[src/rtl/alignement_marker_pkg.sv]
// Shared alignment-marker definitions for the 40GBASE-R lane TX inserter and RX lock.
package alignement_marker_pkg;

  localparam int HEAD_W        = 2;
  localparam int DATA_W        = 64;
  localparam int LANE_N        = 4;
  localparam int LANE_W        = $clog2(LANE_N);
  localparam int AM_PERIOD_DEF = 16384;

  // Markers are control blocks.
  localparam logic [HEAD_W-1:0] AM_SYNC_HEAD = 2'b10;

  // BIP3 (byte 3) and BIP7 (byte 7) carry parity, not pattern.
  localparam logic [DATA_W-1:0] AM_BIP_MASK = 64'hFF00_0000_FF00_0000;

  // Per-lane pattern bytes packed as {b6,b5,b4,b2,b1,b0}.
  localparam logic [47:0] AM_PATTERN [LANE_N] = '{
    48'hB8896F_477690,
    48'h193B0F_E6C4F0,
    48'h649A3A_9B65C5,
    48'hC2865D_3D79A2
  };

  typedef enum logic [1:0] {FIND_1ST, COUNT_2, LOCKED} am_state_e;

  // Place the 48 pattern bits on their byte lanes, BIP bytes zero.
  function automatic logic [DATA_W-1:0] am_expand(input logic [47:0] pat);
    return {8'h00, pat[47:24], 8'h00, pat[23:0]};
  endfunction

  // Index of the set bit of a one-hot lane vector (0 when empty).
  function automatic logic [LANE_W-1:0] onehot_idx(input logic [LANE_N-1:0] vec);
    logic [LANE_W-1:0] idx;
    idx = '0;
    for (int i = 0; i < LANE_N; i++) begin
      if (vec[i]) idx = LANE_W'(i);
    end
    return idx;
  endfunction

endpackage

[src/rtl/alignement_marker_lane_rx_if.sv]
// Block stream into and out of the per-lane AM lock block.
// There is no back-pressure: valid_i qualifies head_i/data_i for one cycle,
// and valid_o qualifies head_o/data_o/marker_v_o one cycle later.
interface alignement_marker_lane_rx_if;
  import alignement_marker_pkg::*;

  logic              block_lock_i;
  logic              valid_i;
  logic [HEAD_W-1:0] head_i;
  logic [DATA_W-1:0] data_i;
  logic              valid_o;
  logic [HEAD_W-1:0] head_o;
  logic [DATA_W-1:0] data_o;
  logic              marker_v_o;
  logic              am_lock_o;
  logic [LANE_W-1:0] lane_id_o;
  am_state_e         state_dbg;

  modport master (
    output block_lock_i, valid_i, head_i, data_i,
    input  valid_o, head_o, data_o, marker_v_o, am_lock_o, lane_id_o, state_dbg
  );

  modport slave (
    input  block_lock_i, valid_i, head_i, data_i,
    output valid_o, head_o, data_o, marker_v_o, am_lock_o, lane_id_o, state_dbg
  );
endinterface

[src/rtl/alignement_marker_match.sv]
// Combinational lane-marker detector: one-hot hit per lane pattern, BIP bytes ignored.
module alignement_marker_match
  import alignement_marker_pkg::*;
(
  input  logic [HEAD_W-1:0] head_i,
  input  logic [DATA_W-1:0] data_i,
  output logic [LANE_N-1:0] match_o
);

  // Compare the masked payload against every lane pattern.
  always_comb begin
    match_o = '0;
    for (int l = 0; l < LANE_N; l++) begin
      match_o[l] = (head_i == AM_SYNC_HEAD) &&
                   ((data_i & ~AM_BIP_MASK) == am_expand(AM_PATTERN[l]));
    end
  end

endmodule

[src/rtl/alignement_marker_lane_rx.sv]
// Per-lane alignment-marker lock: hunt, confirm one period later, flag markers while locked.
module alignement_marker_lane_rx
  import alignement_marker_pkg::*;
#(
  parameter int AM_PERIOD = AM_PERIOD_DEF,
  parameter int CNT_W     = $clog2(AM_PERIOD),
  parameter int INVLD_MAX = 4
) (
  input  logic                       clk,
  input  logic                       reset,
  alignement_marker_lane_rx_if.slave bus
);

  localparam int               INV_W    = $clog2(INVLD_MAX + 1);
  localparam logic [CNT_W-1:0] POS_LAST = CNT_W'(AM_PERIOD - 1);
  localparam logic [INV_W-1:0] INV_LAST = INV_W'(INVLD_MAX - 1);

  am_state_e         state_q, state_d;
  logic [CNT_W-1:0]  pos_q, pos_d;
  logic [INV_W-1:0]  invld_q, invld_d;
  logic [LANE_W-1:0] lane_q, lane_d;
  logic              valid_q, valid_d;
  logic [HEAD_W-1:0] head_q, head_d;
  logic [DATA_W-1:0] data_q, data_d;
  logic              marker_v_q, marker_v_d;
  logic [LANE_N-1:0] match;
  logic              hit_lane;
  logic              at_last;

  alignement_marker_match u_match (
    .head_i  (bus.head_i),
    .data_i  (bus.data_i),
    .match_o (match)
  );

  assign hit_lane = match[lane_q];
  assign at_last  = (pos_q == POS_LAST);

  // Next-state, counters and registered datapath; only valid blocks advance the FSM.
  always_comb begin
    state_d    = state_q;
    pos_d      = pos_q;
    invld_d    = invld_q;
    lane_d     = lane_q;
    marker_v_d = 1'b0;
    valid_d    = bus.valid_i;
    head_d     = bus.head_i;
    data_d     = bus.data_i;
    if (!bus.block_lock_i) begin
      // Loss of block sync beats everything, including a marker this cycle.
      state_d = FIND_1ST;
      pos_d   = '0;
      invld_d = '0;
    end else if (bus.valid_i) begin
      case (state_q)
        FIND_1ST: begin
          if (|match) begin
            lane_d  = onehot_idx(match);
            pos_d   = '0;
            state_d = COUNT_2;
          end
        end
        COUNT_2: begin
          if (at_last) begin
            pos_d = '0;
            if (hit_lane) begin
              state_d    = LOCKED;
              invld_d    = '0;
              marker_v_d = 1'b1;
            end else begin
              // The failed block is not reconsidered as a first marker.
              state_d = FIND_1ST;
            end
          end else begin
            pos_d = pos_q + CNT_W'(1);
          end
        end
        LOCKED: begin
          if (at_last) begin
            pos_d      = '0;
            marker_v_d = 1'b1;
            if (hit_lane) begin
              invld_d = '0;
            end else if (invld_q == INV_LAST) begin
              state_d = FIND_1ST;
              invld_d = '0;
            end else begin
              invld_d = invld_q + INV_W'(1);
            end
          end else begin
            pos_d = pos_q + CNT_W'(1);
          end
        end
        default: state_d = FIND_1ST;
      endcase
    end
  end

  // State and datapath registers.
  always_ff @(posedge clk or posedge reset) begin
    if (reset) begin
      state_q    <= FIND_1ST;
      pos_q      <= '0;
      invld_q    <= '0;
      lane_q     <= '0;
      valid_q    <= 1'b0;
      head_q     <= '0;
      data_q     <= '0;
      marker_v_q <= 1'b0;
    end else begin
      state_q    <= state_d;
      pos_q      <= pos_d;
      invld_q    <= invld_d;
      lane_q     <= lane_d;
      valid_q    <= valid_d;
      head_q     <= head_d;
      data_q     <= data_d;
      marker_v_q <= marker_v_d;
    end
  end

  assign bus.valid_o    = valid_q;
  assign bus.head_o     = head_q;
  assign bus.data_o     = data_q;
  assign bus.marker_v_o = marker_v_q;
  assign bus.am_lock_o  = (state_q == LOCKED);
  assign bus.lane_id_o  = lane_q;
  assign bus.state_dbg  = state_q;

endmodule
[src/flat_wrapper.sv]
// flat-port wrapper written by rule: the top's interface ports become plain ports
module alignement_marker_lane_rx_flat import alignement_marker_pkg::*;
#(
  parameter int AM_PERIOD = AM_PERIOD_DEF,
  parameter int CNT_W     = $clog2(AM_PERIOD),
  parameter int INVLD_MAX = 4
)
  (clk, reset, bus_block_lock_i, bus_valid_i, bus_head_i, bus_data_i, bus_valid_o, bus_head_o, bus_data_o, bus_marker_v_o, bus_am_lock_o, bus_lane_id_o, bus_state_dbg);
  alignement_marker_lane_rx_if bus_i ();
  input  logic clk;
  input  logic reset;
  input wire logic [$bits(bus_i.block_lock_i)-1:0] bus_block_lock_i;
  input wire logic [$bits(bus_i.valid_i)-1:0] bus_valid_i;
  input wire logic [$bits(bus_i.head_i)-1:0] bus_head_i;
  input wire logic [$bits(bus_i.data_i)-1:0] bus_data_i;
  output wire logic [$bits(bus_i.valid_o)-1:0] bus_valid_o;
  output wire logic [$bits(bus_i.head_o)-1:0] bus_head_o;
  output wire logic [$bits(bus_i.data_o)-1:0] bus_data_o;
  output wire logic [$bits(bus_i.marker_v_o)-1:0] bus_marker_v_o;
  output wire logic [$bits(bus_i.am_lock_o)-1:0] bus_am_lock_o;
  output wire logic [$bits(bus_i.lane_id_o)-1:0] bus_lane_id_o;
  output wire logic [$bits(bus_i.state_dbg)-1:0] bus_state_dbg;
  assign bus_i.block_lock_i = bus_block_lock_i;
  assign bus_i.valid_i = bus_valid_i;
  assign bus_i.head_i = bus_head_i;
  assign bus_i.data_i = bus_data_i;
  assign bus_valid_o = bus_i.valid_o;
  assign bus_head_o = bus_i.head_o;
  assign bus_data_o = bus_i.data_o;
  assign bus_marker_v_o = bus_i.marker_v_o;
  assign bus_am_lock_o = bus_i.am_lock_o;
  assign bus_lane_id_o = bus_i.lane_id_o;
  assign bus_state_dbg = bus_i.state_dbg;
  alignement_marker_lane_rx #(.AM_PERIOD(AM_PERIOD), .CNT_W(CNT_W), .INVLD_MAX(INVLD_MAX)) u_core (.clk(clk), .reset(reset), .bus(bus_i));
endmodule
[config.mk]
export PLATFORM = sky130hd
export DESIGN_NAME = alignement_marker_lane_rx_flat
export DESIGN_NICKNAME = d
export VERILOG_FILES = /design/src/rtl/alignement_marker_pkg.sv /design/src/rtl/alignement_marker_lane_rx_if.sv /design/src/rtl/alignement_marker_match.sv /design/src/rtl/alignement_marker_lane_rx.sv /design/src/flat_wrapper.sv
export SDC_FILE = /design/constraint.sdc
export NUM_CORES = 1
export LEC_CHECK = 0
export ABC_CLOCK_PERIOD_IN_PS = 2800
export CAP_MARGIN = 30
export CORE_MARGIN = 1.5
export CORE_UTILIZATION = 39
export DETAILED_ROUTE_END_ITERATION = 8
export GPL_ROUTABILITY_DRIVEN = 1
export PLACE_DENSITY_LB_ADDON = 0.05
export REMOVE_ABC_BUFFERS = 1
export SLEW_MARGIN = 20
export SYNTH_ARGS = -nofsm -noshare
export SYNTH_HDL_FRONTEND = slang
export SYNTH_SLANG_ARGS = --single-unit
[constraint.sdc]
create_clock -name clk -period 2.8 [get_ports clk]
set_clock_uncertainty 0.1 [all_clocks]
set_input_delay 0.56 -clock clk [delete_from_list [all_inputs] [get_ports clk]]
set_output_delay 0.56 -clock clk [all_outputs]
set_load 0.02 [all_outputs]
# Word-level counts from Yosys, hierarchy flattened
# Cells that the tools add are included.
# op_classes
add_sub_neg	2
order_cmp	1
eq_ne	18
mux	33
n_reduce_logical	11
# op_table
op	count
$eq A48 B48 Y1 const B	2
$mux W14	4
$eq A48 B45 Y1 const B	1
$eq A48 B47 Y1 const B	1
$pmux W14 S2	1
$mux W3	7
$mux W2	10
$ne A3 B2 Y1 const B	6
$add A14 B1 Y14 const B	1
$eq A14 B14 Y1 const B	1
$mux W1	7
$pmux W2 S3	1
$pmux W3 S2	1
$reduce_and A6 Y1	1
$reduce_and A5 Y1	1
$eq A2 B2 Y1 const B	2
$logic_and A1 B1 Y1	4
$reduce_and A4 Y1	1
$reduce_or A4 Y1	1
$add A3 B1 Y3 const B	1
$eq A3 B2 Y1 const B	1
$lt A2 B3 Y1 const B	1
$ne A3 B1 Y1 const B	1
$ne A3 B3 Y1 const B	1
other kinds (7)	7
# word_totals
reg_bits	89
inputBits	70
output_inout_bits	73
elab_cells	73

# Logic depth before layout (Yosys ltp)
# depth
depth_word	9
ltp_mapped	9
mapped_depth_nobuf	8

# Modules after synthesis
# From an unflattened synthesis, not the netlist that was laid out.
# unflattened
cells_unflattened	278
hier_area_um2	3443.3
# by_module_without_submodules
module	instances	cells_per_inst	area_per_inst_um2	seq_area_each_um2
alignement_marker_lane_rx	1	231	3113.0	2227.1
alignement_marker_match	1	47	330.3	0.0

# Worst setup path after synthesis
# OpenSTA, ideal clock, no wires.
# synth_timing
path_type	input to register
from	in bus_data_i[11]
to	reg u_core.pos_q[13]
setup_time_ns	0.069
t_arrival_ns	2.492
t_required_ns	2.631
slack_ns	0.139
cell_stages	8
n_path_buf	1
path_cell_list	and4bb_1 nand4_2 nor4_1 nor2_1 a41o_1 buf_6 or4_1 nand3_1
# synth_via
elab_chain_len	5
elab_cells_between_ends	11
classes_between	eq/ne (5); reduce/logical (6)
# synth_lines
item	line_no	source
start: declaration	flat_wrapper.sv:15	input wire logic [$bits(bus_i.data_i)-1:0] bus_data_i;
$eq A48 B48 Y1 (tied with other cells)	alignement_marker_match.sv:15	((data_i & ~AM_BIP_MASK) == am_expand(AM_PATTERN[l]));
$logic_and A1 B1 Y1	alignement_marker_match.sv:14	match_o[l] = (head_i == AM_SYNC_HEAD) &&
$reduce_or A4 Y1 *	alignement_marker_lane_rx.sv:57	if (|match) begin
$ne A3 B2 Y1 (no source line) *	-	
$reduce_and A3 Y1 (no source line) *	-	
end signal: assignment	alignement_marker_lane_rx.sv:112	pos_q <= pos_d;
end: declaration	alignement_marker_lane_rx.sv:19	logic [CNT_W-1:0] pos_q, pos_d;
# Every way passes the cells marked *; elsewhere a longest branch is shown, timed or not.
# A chain may end at the register's enable or synchronous reset.

# Worst setup path after layout
# layout_timing
from	in bus_data_i[37]
to	reg u_core.state_q[1], in the netlist u_core.bus.state_dbg[1]
# layout_via
elab_chain_len	9
elab_cells_between_ends	19
classes_between	eq/ne (6); mux (7); reduce/logical (6)
# layout_lines
item	line_no	source
$eq A48 B48 Y1 (tied with other cells)	alignement_marker_match.sv:15	
$logic_and A1 B1 Y1	alignement_marker_match.sv:14	
$bmux W1 S2	alignement_marker_lane_rx.sv:36	assign hit_lane = match[lane_q];
$mux W1 (not written as such)	alignement_marker_lane_rx.sv:36	
$mux W2	alignement_marker_lane_rx.sv:66	if (hit_lane) begin
$mux W2	alignement_marker_lane_rx.sv:64	if (at_last) begin
$pmux W2 S3	alignement_marker_lane_rx.sv:55	case (state_q)
$mux W2	alignement_marker_lane_rx.sv:54	end else if (bus.valid_i) begin
$mux W2	alignement_marker_lane_rx.sv:49	if (!bus.block_lock_i) begin
end signal: assignment	alignement_marker_lane_rx.sv:111	state_q <= state_d;
end: declaration	alignement_marker_lane_rx.sv:18	am_state_e state_q, state_d;
# Several ways; a longest one is shown, not always the timed one. The select of a mux whose other input is x is not followed.

==> run metrics <==
CP required=just under 3000 ps; sequential-to-total area share from yosys stat=63.69%; Synth async-reset ratio=100.0%; Worst Hold Class=primary input to flop; Hold WS=277.5 ps; Setup TNS=0 ps; die area=9544 um^2; DIE WIDTH=approximately 98 um; final core occ=between 60% and 70%; area fraction in compound gates after synthesis=under 10%; first-pass GRT wire length=15.49 mm; max-cap violations=0; # nets final=553; clk_lat worst skew=360 ps; DRC=0; post-synth top area share=63.69%; CTS tree=done; fillcell total=672; CP Capture Type=flop; routability cong.=0.7531; Vias/cell=5.024; Die Y=97.70 um; maximum clock rate=0.3624 GHz; synth unique cells=45; Worst EP arrival=2900 ps; post-synthesis mux area share=0%; Mapped Cells=285; largest family of logic cells by synthesized area=simple AND/OR/NAND/NOR gates; initial antenna violation count=0; Pre-antenna DRT Iters=4; Starting Density=~40%; Post-Synth Adder-Cell Area=2.147%; Placed Instance Area=5344 um^2; Fin. Hold Viols=0; hold buffer count at CTS=0; DR iter-0 viols=63; DP HPWL=7.128 mm; synth cell count leaders=dfrtp_1, o21ai_0, nor2_1; Relative slew margins=72.09%; vias in the first global route=between 2,000 and 3,000; simple-gate share of the synthesized area=22.90%; Inserted Clock Buffers=9; xor/xnor share of the synthesized area=0%; register bit total from synthesis=89; endpoint with the worst hold slack=u_core.bus.data_o[13]$_DFF_PP0_; Hold Path Depth=1; Setup Crit Path Kind=primary input to flop; R2R cell count=10; Pleak=2.554 nW; setup violators final=0; pin count of the biggest net entering global routing=40; final instance area=5743 um^2; Peak VDD IR=0.0003474 V; area leader, netlist=dfrtp_1; startpoint types=primary input; PwrDens=514.9 nW/um^2; most common cell in the netlist=dfrtp_1; Mapped Area=3497 um^2; Avg WL per Cell=16.22 um; worst-margin pin slew=approximately 420 ps; CORE AREA=8721 um^2; reg2reg end=u_core.pos_q[6]$_DFFE_PP0P_; R2R setup slack=between 300 and 400 ps; row count=34; total global-route track usage=between 20% and 30%; Max Slew Vio Count=0; Top Ports=143; top post-synthesis cells by area=dfrtp_1, o21ai_0, nor2_1, nand4_1, ha_1; Final period util=a little over nine tenths; Max H-tree Level=3; Hold Path Origin=bus_data_i[13]; status=finished, final reports clean; gr ovfl total=0; area grow syn2layout=64.22%; Post-synth top flop=dfrtp_1; antenna viol nets, final=0; Period minus WS final=2760 ps; Reg2Reg Launch Point=u_core.pos_q[1]$_DFFE_PP0P_; syn avg cell area=around 12 um^2; clk sink count=89; n_diodes=0; Via Count=2,964; critical path peak fanout=3; worst-case clock buffer depth=2; warnings from Yosys=0; layout cells sized above 1=17.84%; number of synthesized flops with an enable pin=0; IO buf count=142; Clk pin slew, worst setup/hold paths=100 ps; Detailed Route WL=9.569 mm; clk root buf=clkbuf_8
==> area by class of cell <==
| type | count | area [um^2] | share of cell area (%) |
|---|---|---|---|
| Sequential cell | 89 | 2227 | 38.78 |
| Timing Repair Buffer | 187 | 1787 | 31.11 |
| Multi-Input combinational cell | 181 | 1338 | 23.29 |
| Tap cell | 108 | 135.1 | 2.353 |
| Clock buffer | 9 | 123.9 | 2.157 |
| Clock inverter | 7 | 97.59 | 1.699 |
| Inverter | 9 | 35.03 | 0.6100 |
==> through the flow <==
stage / power [mW] / instances / setup WS (ps)
after floorplan: 1.658 / 279 / -166.9
after global placement: 2.009 / 570 / -339.1
after detailed placement: 2.017 / 570 / -342.6
after CTS: 2.983 / 586 / 23.42
after global routing: 3.107 / 590 / -125.2
final: 2.957 / 590 / 40.32
==> worst max path at each step <==
| stage | from | to | depth (start not counted) |
|---|---|---|---|
| floorplan | reset | u_core.bus.data_o[0]$_DFF_PP0_ | 1 |
| global placement | bus_data_i[37] | u_core.pos_q[7]$_DFFE_PP0P_ | 8 |
| detailed placement | bus_data_i[11] | u_core.pos_q[7]$_DFFE_PP0P_ | 8 |
| CTS | bus_data_i[47] | u_core.pos_q[7]$_DFFE_PP0P_ | 8 |
| global route | bus_data_i[37] | u_core.bus.state_dbg[1]$_DFFE_PP0P_ | 9 |
| finish | bus_data_i[37] | u_core.bus.state_dbg[1]$_DFFE_PP0P_ | 9 |
==> flip-flops by register name, summed over array words and instances, names as in the netlist <==
name                   flops
u_core.bus.data_o         64
u_core.bus.head_o          2
u_core.bus.lane_id_o       2
u_core.bus.marker_v_o      1
u_core.bus.state_dbg       2
u_core.bus.valid_o         1
u_core.invld_q             3
u_core.pos_q              14
==> metal layers <==
metal,up-vias,track usage (%),share of wire (%)
met3,4,3.741,5.0
li1,1439,-,-
met5,-,0,0
met2,83,32.96,49
met1,1438,28.36,45
met4,0,5.714,0.53
==> critical path: stages <==
cell             delay (ps)
clkdlybuf4s50_1         480
nor4b_2                 340
nand4_1                 280
nor4_4                  320
nor2_2                   80
buf_4                   140
a41o_1                  230
and2_1                  150
a311o_1                 300
==> cells by family after synthesis <==
kind of cell / Yosys count
buffers and inverters: 15
flip-flops: 89
AND/OR/NAND/NOR: 125
adder cells (fa/ha/maj): 6
AO/OA/AOI/OAI: 50
==> timing repair <==
item	4_1_cts	5_1_grt
resized for setup	3	23
pin swaps	0	13
endpoints found under the setup margin	1	14
setup buffers	0	4
==> layout by cell type, fill, tap and decap left out, types with 8 or more instances in the layout <==
cell type,Yosys,final
nand4_1,13,13
clkdlybuf4s50_1,0,136
dfrtp_1,89,89
nand3_1,10,10
nand2_1,18,18
nor2_1,22,21
inv_1,9,8
buf_4,0,44
o21ai_0,23,23
clkbuf_8,0,9
==> where the power goes <==
part           internal, mW  switching [mW]
Sequential             1.35          0.0290
Combinational         0.311           0.314
Clock                 0.444           0.514
Total                  2.10           0.857
No activity file was read; power rests on OpenSTA's default activity.
